File: config.mk
export PLATFORM = sky130hd
export DESIGN_NAME = otter_prog_loader
export DESIGN_NICKNAME = d
export VERILOG_FILES = /design/src/rtl/otter_prog_loader.sv
export SDC_FILE = /design/constraint.sdc
export NUM_CORES = 1
export LEC_CHECK = 0
export ABC_AREA = 1
export BUFFER_PORTS_ARGS = -buffer_cell sky130_fd_sc_hd__buf_4
export CORE_MARGIN = 2
export CORE_UTILIZATION = 50
export DETAILED_ROUTE_END_ITERATION = 10
export PLACE_DENSITY = 0.69
export SETUP_SLACK_MARGIN = 0.3
export SYNTH_ARGS = -nofsm -noshare
export SYNTH_HDL_FRONTEND = slang
export SYNTH_SLANG_ARGS = --single-unit
export TNS_END_PERCENT = 20
File: constraint.sdc
create_clock -name CLK -period 2.62 [get_ports CLK]
set_clock_uncertainty 0.05 [all_clocks]
set_input_delay 0.393 -clock CLK [delete_from_list [all_inputs] [get_ports CLK]]
set_output_delay 0.393 -clock CLK [all_outputs]
set_load 0.02 [all_outputs]
File: src/rtl/otter_prog_loader.sv
// Serial program loader: receives a length-prefixed, XOR-checksummed byte image
// and writes it word by word into memory port 2 while holding the CPU in reset.
module otter_prog_loader #(
    parameter logic [31:0] BASE_ADDR = 32'h0000_0000,
    parameter int unsigned MAX_WORDS = 16384,
    parameter int unsigned TIMEOUT   = 1_000_000
) (
    input  logic        CLK,
    input  logic        RESET,
    input  logic        START,
    input  logic [7:0]  RX_DATA,
    input  logic        RX_VALID,
    output logic [31:0] MEM_ADDR2,
    output logic [31:0] MEM_DIN2,
    output logic        MEM_WRITE2,
    output logic [1:0]  MEM_SIZE2,
    output logic        CPU_RESET,
    output logic        BUSY,
    output logic        DONE,
    output logic        ERR
);

    typedef enum logic [2:0] {
        IDLE  = 3'd0,
        LEN   = 3'd1,
        DATA  = 3'd2,
        CHECK = 3'd3,
        FIN   = 3'd4,
        FAIL  = 3'd5
    } state_t;

    localparam logic [31:0] MAX_W      = 32'(MAX_WORDS);
    localparam logic [31:0] TIMEOUT_M1 = 32'(TIMEOUT - 1);

    state_t      r_state;
    logic [1:0]  r_byte_cnt;
    logic [31:0] r_word_cnt;
    logic [31:0] r_len;
    logic [31:0] r_shift;
    logic [7:0]  r_csum;
    logic [31:0] r_idle;
    logic [31:0] r_mem_addr;
    logic [31:0] r_mem_din;
    logic        r_mem_write;
    logic        r_cpu_reset;
    logic        r_busy;
    logic        r_done;
    logic        r_err;

    logic [31:0] w_word;
    logic [31:0] w_word_next;
    logic        w_timeout;

    // Incoming byte lands in the top lane, so four shifts give a little-endian word.
    assign w_word      = {RX_DATA, r_shift[31:8]};
    assign w_word_next = r_word_cnt + 32'd1;
    assign w_timeout   = (r_idle == TIMEOUT_M1);

    assign MEM_ADDR2  = r_mem_addr;
    assign MEM_DIN2   = r_mem_din;
    assign MEM_WRITE2 = r_mem_write;
    assign MEM_SIZE2  = 2'b10;
    assign CPU_RESET  = r_cpu_reset;
    assign BUSY       = r_busy;
    assign DONE       = r_done;
    assign ERR        = r_err;

    // Loader FSM with all datapath registers and registered outputs.
    always_ff @(posedge CLK) begin
        if (RESET) begin
            r_state     <= IDLE;
            r_byte_cnt  <= 2'd0;
            r_word_cnt  <= 32'd0;
            r_len       <= 32'd0;
            r_shift     <= 32'd0;
            r_csum      <= 8'd0;
            r_idle      <= 32'd0;
            r_mem_addr  <= 32'd0;
            r_mem_din   <= 32'd0;
            r_mem_write <= 1'b0;
            r_cpu_reset <= 1'b0;
            r_busy      <= 1'b0;
            r_done      <= 1'b0;
            r_err       <= 1'b0;
        end else begin
            r_mem_write <= 1'b0;
            case (r_state)
                IDLE, FIN, FAIL: begin
                    if (START) begin
                        r_state     <= LEN;
                        r_busy      <= 1'b1;
                        r_cpu_reset <= 1'b1;
                        r_done      <= 1'b0;
                        r_err       <= 1'b0;
                        r_byte_cnt  <= 2'd0;
                        r_word_cnt  <= 32'd0;
                        r_csum      <= 8'd0;
                        r_idle      <= 32'd0;
                    end else begin
                        r_state <= r_state;
                    end
                end
                LEN: begin
                    if (RX_VALID) begin
                        r_idle     <= 32'd0;
                        r_shift    <= w_word;
                        r_byte_cnt <= r_byte_cnt + 2'd1;
                        if (r_byte_cnt == 2'd3) begin
                            r_len <= w_word;
                            if (w_word > MAX_W) begin
                                r_state <= FAIL;
                                r_busy  <= 1'b0;
                                r_err   <= 1'b1;
                            end else if (w_word == 32'd0) begin
                                r_state <= CHECK;
                            end else begin
                                r_state <= DATA;
                            end
                        end else begin
                            r_state <= LEN;
                        end
                    end else if (w_timeout) begin
                        r_state <= FAIL;
                        r_busy  <= 1'b0;
                        r_err   <= 1'b1;
                    end else begin
                        r_idle <= r_idle + 32'd1;
                    end
                end
                DATA: begin
                    if (RX_VALID) begin
                        r_idle     <= 32'd0;
                        r_shift    <= w_word;
                        r_csum     <= r_csum ^ RX_DATA;
                        r_byte_cnt <= r_byte_cnt + 2'd1;
                        if (r_byte_cnt == 2'd3) begin
                            r_mem_write <= 1'b1;
                            r_mem_din   <= w_word;
                            r_mem_addr  <= BASE_ADDR + (r_word_cnt << 2);
                            r_word_cnt  <= w_word_next;
                            if (w_word_next == r_len) begin
                                r_state <= CHECK;
                            end else begin
                                r_state <= DATA;
                            end
                        end else begin
                            r_state <= DATA;
                        end
                    end else if (w_timeout) begin
                        r_state <= FAIL;
                        r_busy  <= 1'b0;
                        r_err   <= 1'b1;
                    end else begin
                        r_idle <= r_idle + 32'd1;
                    end
                end
                CHECK: begin
                    if (RX_VALID) begin
                        r_idle <= 32'd0;
                        r_busy <= 1'b0;
                        if (RX_DATA == r_csum) begin
                            r_state     <= FIN;
                            r_done      <= 1'b1;
                            r_cpu_reset <= 1'b0;
                        end else begin
                            // Words already written stay in memory; the CPU is just kept in reset.
                            r_state <= FAIL;
                            r_err   <= 1'b1;
                        end
                    end else if (w_timeout) begin
                        r_state <= FAIL;
                        r_busy  <= 1'b0;
                        r_err   <= 1'b1;
                    end else begin
                        r_idle <= r_idle + 32'd1;
                    end
                end
                default: begin
                    r_state     <= IDLE;
                    r_busy      <= 1'b0;
                    r_cpu_reset <= 1'b0;
                end
            endcase
        end
    end

endmodule

==> impl_results.md, run 1 <==
- GP Congestion: 0.978
- Worst setup EP type: flop
- DRT iter0 DRCs: 689
- Cell taking the most area after synthesis: dfxtp_1
- Switching pwr: 0.00160 W
- Synth cell count leaders: nand2_1 (280), dfxtp_1 (200), a21oi_1 (168)
- Most used DFF post-synth: dfxtp_1
- Power per standard cell area: 539 nW/um2
- Post-synth EDFFs: 0
- Reg power frac: 0.507
- ANT nets after route: 0
- Root Buffer: clkbuf_16
- Gate Count Post-Synth: 1386
- Core Rows: 50
- Critical path type: reg -> reg
- Share of cells above drive strength 1: 0.172
- Placement Setup Slack: 0.103 ns
- Worst-path fanout max: 5
- Max-cap viol count: 0
- Overflow after GRT: 0
- Fillers: 1744
- Status: finished, final reports clean
- Via density: 5.44
- Fin area: 11400 um2
- Crit path DAT: 2.71 ns
- Net count, final: 1484
- YS warnings: 0
- Slowest stage delay, CP: 0.38 ns
- Chip height: 142 um
- Post-route total power: 0.00618 W
- Total GRT Usage: 0.256
- Via count: 9330
- Final worst slack: 0.226 ns
- Initial DRT Pass Iterations: 5
- IO Pins: 83
- Most common cell in the synthesized netlist: nand2_1
- DIE AREA: 20200 um2
- Reg2reg start: r_word_cnt[1]
- TritonCTS clock tree: built
- RSZ-0062 raised after global routing: yes
- Setup TNS: 0 ns
- Hold Crit Class: in -> reg
- DP Area: 10400 um2
- Minimum clock period after layout: 2.39 ns
- Final setup fails: 0
- Critical-path cell list: ha_4 > nand2_4 > nor2_4 > nand2_4 > nor2_4 > nand2_1 > nand2_1 > nand2_1 > nand2_1 > nand2_1 > nor2_1 > nand2_1 > nor2_1 > nand3_1 > nand2_1 > nand3_1 > nand3_1 > nand2_1 > a21oi_2
- Highest-delay cell along the critical path: dfxtp_4
- Largest delay share family, worst path: simple AND/OR/NAND/NOR gates
- Yosys reg bits: 200
- Clock network fraction of total power: 0.427
- TritonCTS Sinks: 200
- Max-slew violations: 0
- Post-synth design cell area: 9530 um2
- Worst VDD drop: 445 uV
- Routed wire length: 26.4 mm
- Hold Startpoint: RX_DATA[7]
- DR DRC count: 0
- FF-to-FF End: r_state[0]
- R2r setup slk: 0.23 ns
- Yosys top cell area share: 0.420
- Initial Util: 0.509
- Worst-Margin Slew: 0.739 ns
- CTS Hold Bufs: 0
- Fmax: 418 MHz
- Req. time, crit path: 2.94 ns
- Post-DP HPWL: 18.7 mm
- First-pass GRT wire length: 41.3 mm
- Per-cell routed wire length: 15.4 um
- Sw Ratio: 0.259
- Combinational share of power: 0.066
- Later-pin clock latency in the skew report: 0.44 ns
- CP Launch Type: flop
- Clk buf depth: 2
- Antenna violations before repair: 0
- Core region area: 18700 um2
- Cell variety after synth: 43
- Number of CTS-inserted buffers: 17
- Asr flop ratio synth: 0
- Cell count of the worst hold path: 3
- WP buf/inv: 0
- H-tree depth: 4
- Cell internal pwr: 0.00458 W
- R2R depth: 19
- PortBufs: 78
- Synth area leaders: dfxtp_1 (42%), nand2_1 (11%), a21oi_1 (8.8%)
- Clock slew seen by the registers of the worst setup and hold paths: 0.08 ns
- Layout area overhead: 20.1%
- Max-slew headroom: 0.507
- Largest net degree at the start of global routing: 90
- Leak: 4.59 nW
- Worst Hold Endpoint: MEM_DIN2[31]
- Tcrit/Tclk final: 0.914
- DIE WIDTH: 142 um
- Sequential-to-total area share from yosys stat: 0.420
- Average size of a mapped cell: 6.87 um2
- Most common cell on crit path: nand2_1
- Final Hold Viols: 0
- Vias in the first global route: 8117
- Ant diodes: 0
registers in the layout, indices dropped and copies added, names as in the netlist:
signal      flops
MEM_ADDR2      30
ERR             1
r_csum          8
r_byte_cnt      2
MEM_DIN2       32
r_idle         32
r_len          32
r_word_cnt     32
DONE            1
r_shift        24
MEM_WRITE2      1
CPU_RESET       1
BUSY            1
r_state         3
metrics by stage:
stage | hold WS [ns] | instances | utilization
after floorplan | 0.393 | 1388 | -
after global placement | 0.405 | 1667 | 0.555
after detailed placement | 0.413 | 1667 | 0.555
after CTS | 0.220 | 1699 | 0.588
after global routing | 0.247 | 1715 | 0.612
final | 0.230 | 1715 | 0.612
logic make-up after synthesis:
| family | synth area share |
|---|---|
| AO/OA/AOI/OAI | 0.191 |
| XOR/XNOR | 0.0190 |
| adder cells (fa/ha/maj) | 0.00394 |
| buffers and inverters | 0.0856 |
| flip-flops | 0.420 |
| other | 0.000788 |
| AND/OR/NAND/NOR | 0.280 |
worst max path at each step:
stage | from | end | slack [ns] | cells after the start
final | r_word_cnt[1] | r_state[0] | 0.23 | 19
after global routing | r_word_cnt[1] | r_state[0] | 0.02 | 19
after CTS | r_word_cnt[17] | r_state[0] | 0.18 | 16
after detailed placement | r_word_cnt[1] | r_state[0] | 0.10 | 17
after global placement | r_word_cnt[1] | r_state[0] | 0.17 | 17
after floorplan | r_word_cnt[1] | r_state[0] | 0.58 | 17
routing by layer:
metal | vias to the layer above | part of all wire | GRT usage
met4 | 0 | 0.015 | 0.0663
li1 | 4730 | - | -
met1 | 4260 | 0.49 | 0.378
met3 | 35 | 0.060 | 0.0407
met2 | 305 | 0.43 | 0.389
met5 | - | 0 | 0
repair_timing:
item,4_1_cts,5_1_grt
resized for setup,7,92
setup endpoints to repair,4,110
cloned,0,1
buffers inserted,1,15
pin swaps,2,30
worst reg2reg max path: stages (launching register included):
cell     delay, ns
dfxtp_4       0.38
ha_4          0.17
nand2_4       0.07
nor2_4        0.23
nand2_4       0.11
nor2_4        0.19
nand2_1       0.08
nand2_1       0.11
nand2_1       0.06
nand2_1       0.05
nand2_1       0.05
nor2_1        0.09
nand2_1       0.07
nor2_1        0.11
nand3_1       0.13
nand2_1       0.10
nand3_1       0.07
nand3_1       0.07
nand2_1       0.06
a21oi_2       0.10
cells in the final DEF, fill, tap and decap left out, drive strengths merged, types with 7 or more instances in the layout:
master  instances
nand3         113
clkinv          8
clkbuf         17
xnor2           9
buf           117
nand3b         12
o21ai         157
nor4            7
nand2         285
nor3           16
inv           157
a21oi         169
o211a           8
dfxtp         200
nor2          155
nand4          14
area by class of cell:
type,count,area (um2),share of cell area
multi-input combinational,978,5020,0.439
sequential,200,4030,0.352
timing repair buffer,117,923,0.0807
inverter,155,591,0.0516
clock buffer,17,425,0.0372
tap,234,293,0.0256
clock inverter,14,163,0.0142
power by group through the flow:
stage	clock (W)	combinational [W]	sequential (W)
after floorplan	0	0.000256	0.00319
after global routing	0.00280	0.000451	0.00314
final	0.00264	0.000407	0.00313
after CTS	0.00267	0.000383	0.00313
after global placement	0	0.000381	0.00320
after detailed placement	0	0.000381	0.00320
Note: power is estimated with default switching activity, not from simulation.
==> run 2, diff against run 1 <==
- CORE_UTILIZATION: 50 -> 28
- PLACE_DENSITY: 0.69 -> not set
==> run 2 against run 1 <==
  * Power rose by 2.9%
  * Routed wire length up 12%
  * First-iteration DRC count is 8.9% higher
  * Final cell count up 13%
  * Hold slack improved by 0.020 ns
  * Clock power up 6%
  * Count of clock-buffer cells in the layout unchanged
  * Cell area grew 1.8%
  * Maximum frequency increased by 0.31%
  * Worst setup slack improved by 0.0074 ns
  * Critical endpoint unchanged
==> impl_results.md, run 2 (synthesized netlist as in run 1, its figures left out) <==
- Per-cell routed wire length: 15.3 um (-0.47%)
- DR DRC count: 0 (unchanged)
- Slowest stage delay, CP: 0.37 ns (about the same)
- Initial Util: 0.284 (-0.225)
- Ant diodes: 0 (unchanged)
- Max-slew headroom: 0.635 (+0.128)
- Layout area overhead: 22.3%
- Multi-input gate area: 4920 um2 (-2.0%)
- Worst-Margin Slew: 0.548 ns (-0.192 ns)
- Via density: 4.87 (-10%)
- Clock slew seen by the registers of the worst setup and hold paths: 0.08 ns (about the same)
- Worst setup EP type: flop
- Worst-path fanout max: 6 (+1)
- Hold Crit Class: in -> reg
- Tcrit/Tclk final: 0.911 (-0.00282)
- IO Pins: 83 (unchanged)
- Overflow after GRT: 0 (unchanged)
- Fin area: 11600 um2 (+1.8%)
- Leak: 4.60 nW (+0.19%)
- Highest-delay cell along the critical path: dfxtp_4
- DIE WIDTH: 188 um (+33%)
- Placement Setup Slack: 0.0510 ns (-0.0524 ns)
- Post-DP HPWL: 21.1 mm (+13%)
- Clk buf depth: 2 (unchanged)
- GP Congestion: 0.937 (-4.2%)
- Share of cells above drive strength 1: 0.156 (-0.0161)
- DP Area: 10700 um2 (+2.9%)
- WP buf/inv: 2 (+2)
- Power per standard cell area: 545 nW/um2 (+1.1%)
- Minimum clock period after layout: 2.39 ns (-0.00740 ns)
- Later-pin clock latency in the skew report: 0.45 ns (about the same)
- Final Hold Viols: 0 (unchanged)
- Antenna violations before repair: 0 (unchanged)
- Status: finished, final reports clean
- H-tree depth: 4 (unchanged)
- Fillers: 3624 (+110%)
- Crit path DAT: 2.72 ns (about the same)
- Most common cell on crit path: nand2_1
- Largest net degree at the start of global routing: 102 (+13%)
- Critical-path cell list: buf_4 > nand2_1 > nor2_4 > nand3b_1 > buf_4 > xnor3_1 > nand2_1 > nor2_1 > nand2_1 > nor2_2 > nand3_2 > nand2_1 > nand3_1 > nand3_1 > nand2_1 > a21oi_2
- DRT iter0 DRCs: 750 (+8.9%)
- Routed wire length: 29.6 mm (+12%)
- Initial DRT Pass Iterations: 5 (unchanged)
- TritonCTS clock tree: built
- Critical path type: reg -> reg
- Setup TNS: 0 ns (unchanged)
- Worst VDD drop: 407 uV (-8.6%)
- Max-slew violations: 0 (unchanged)
- ANT nets after route: 0 (unchanged)
- PortBufs: 78 (unchanged)
- Final worst slack: 0.233 ns (+0.00740 ns)
- RSZ-0062 raised after global routing: yes
- Chip height: 188 um (+33%)
- Core region area: 33500 um2 (+79%)
- Total GRT Usage: 0.164 (-0.0916)
- DIE AREA: 35500 um2 (+76%)
- Vias in the first global route: 8643 (+6.5%)
- Req. time, crit path: 2.95 ns (about the same)
- Final setup fails: 0 (unchanged)
- Largest delay share family, worst path: simple AND/OR/NAND/NOR gates
- Net count, final: 1488 (+0.27%)
- FF+latch area: 4020 um2 (-0.22%)
- Via count: 9422 (+0.99%)
- Root Buffer: clkbuf_16
- CP Launch Type: flop
- Most frequent cells in the layout: nand2_1 (272), dfxtp_1 (192), a21oi_1 (167)
- Number of CTS-inserted buffers: 17 (unchanged)
- Fmax: 419 MHz (+0.31%)
- Max-cap viol count: 0 (unchanged)
- Core Rows: 67 (+34%)
- TritonCTS Sinks: 200 (unchanged)
- Commonest non-fill, non-tap cell in the layout: nand2_1
- First-pass GRT wire length: 46.5 mm (+13%)
## run 2: worst paths after layout
| check | slack (ns) | cells past startpoint | start | end |
|---|---|---|---|---|
| worst max-delay path | 0.23 | 16 | r_word_cnt[1] | r_state[0] |
| worst min-delay path | 0.25 | 3 | RX_DATA[1] | MEM_DIN2[25] |
| worst max register to register | 0.23 | 16 | r_word_cnt[1] | r_state[0] |
| worst min register to register | 0.43 | 2 | r_len[8] | r_len[8] |
## run 2: area by class of cell
class                   count  area share
repair buffers            121      0.0815
well taps                 448      0.0481
flip-flops and latches    200       0.345
inverters                 155      0.0504
multi-input cells         978       0.423
clock inverters            15      0.0158
clock buffers              17      0.0365
## run 2: where the power goes
part	total, W	switching (W)	internal [W]	leakage [nW]
Combinational	0.000425	0.000287	0.000138	2.68
Clock	0.00279	0.00134	0.00145	0.298
Sequential	0.00313	0.0000451	0.00309	1.62
Total	0.00635	0.00167	0.00468	4.60
## run 2: through the flow
stage                     utilization  hold slack, ns  total power [W]  std cells
after CTS                       0.341           0.246          0.00638       1921
final                           0.347           0.251          0.00635       1934
after detailed placement        0.318           0.413          0.00360       1881
after global placement          0.318           0.408          0.00360       1881
after global routing            0.347           0.248          0.00658       1934
after floorplan                     -           0.393          0.00345       1388
## run 2: tightest hold or removal path, cell delays in order
cell and delay, ns:
buf_4 0.11, inv_1 0.09, a21oi_1 0.12
## run 2: routing by layer
layer / routed length, um / vias up / GRT usage
met5: 0 / - / 0
met4: 941 / 0 / 0.0670
met3: 1200 / 59 / 0.0238
met2: 13900 / 260 / 0.272
met1: 13600 / 4367 / 0.214
li1: - / 4736 / -
## run 2: repair_timing
action | 4_1_cts | 5_1_grt
hold buffers | 0 | 0
setup endpoints to repair | 7 | 90
gates resized for setup | 23 | 39
setup buffers | 8 | 12
gates cloned | 0 | 1
pin swaps | 9 | 17
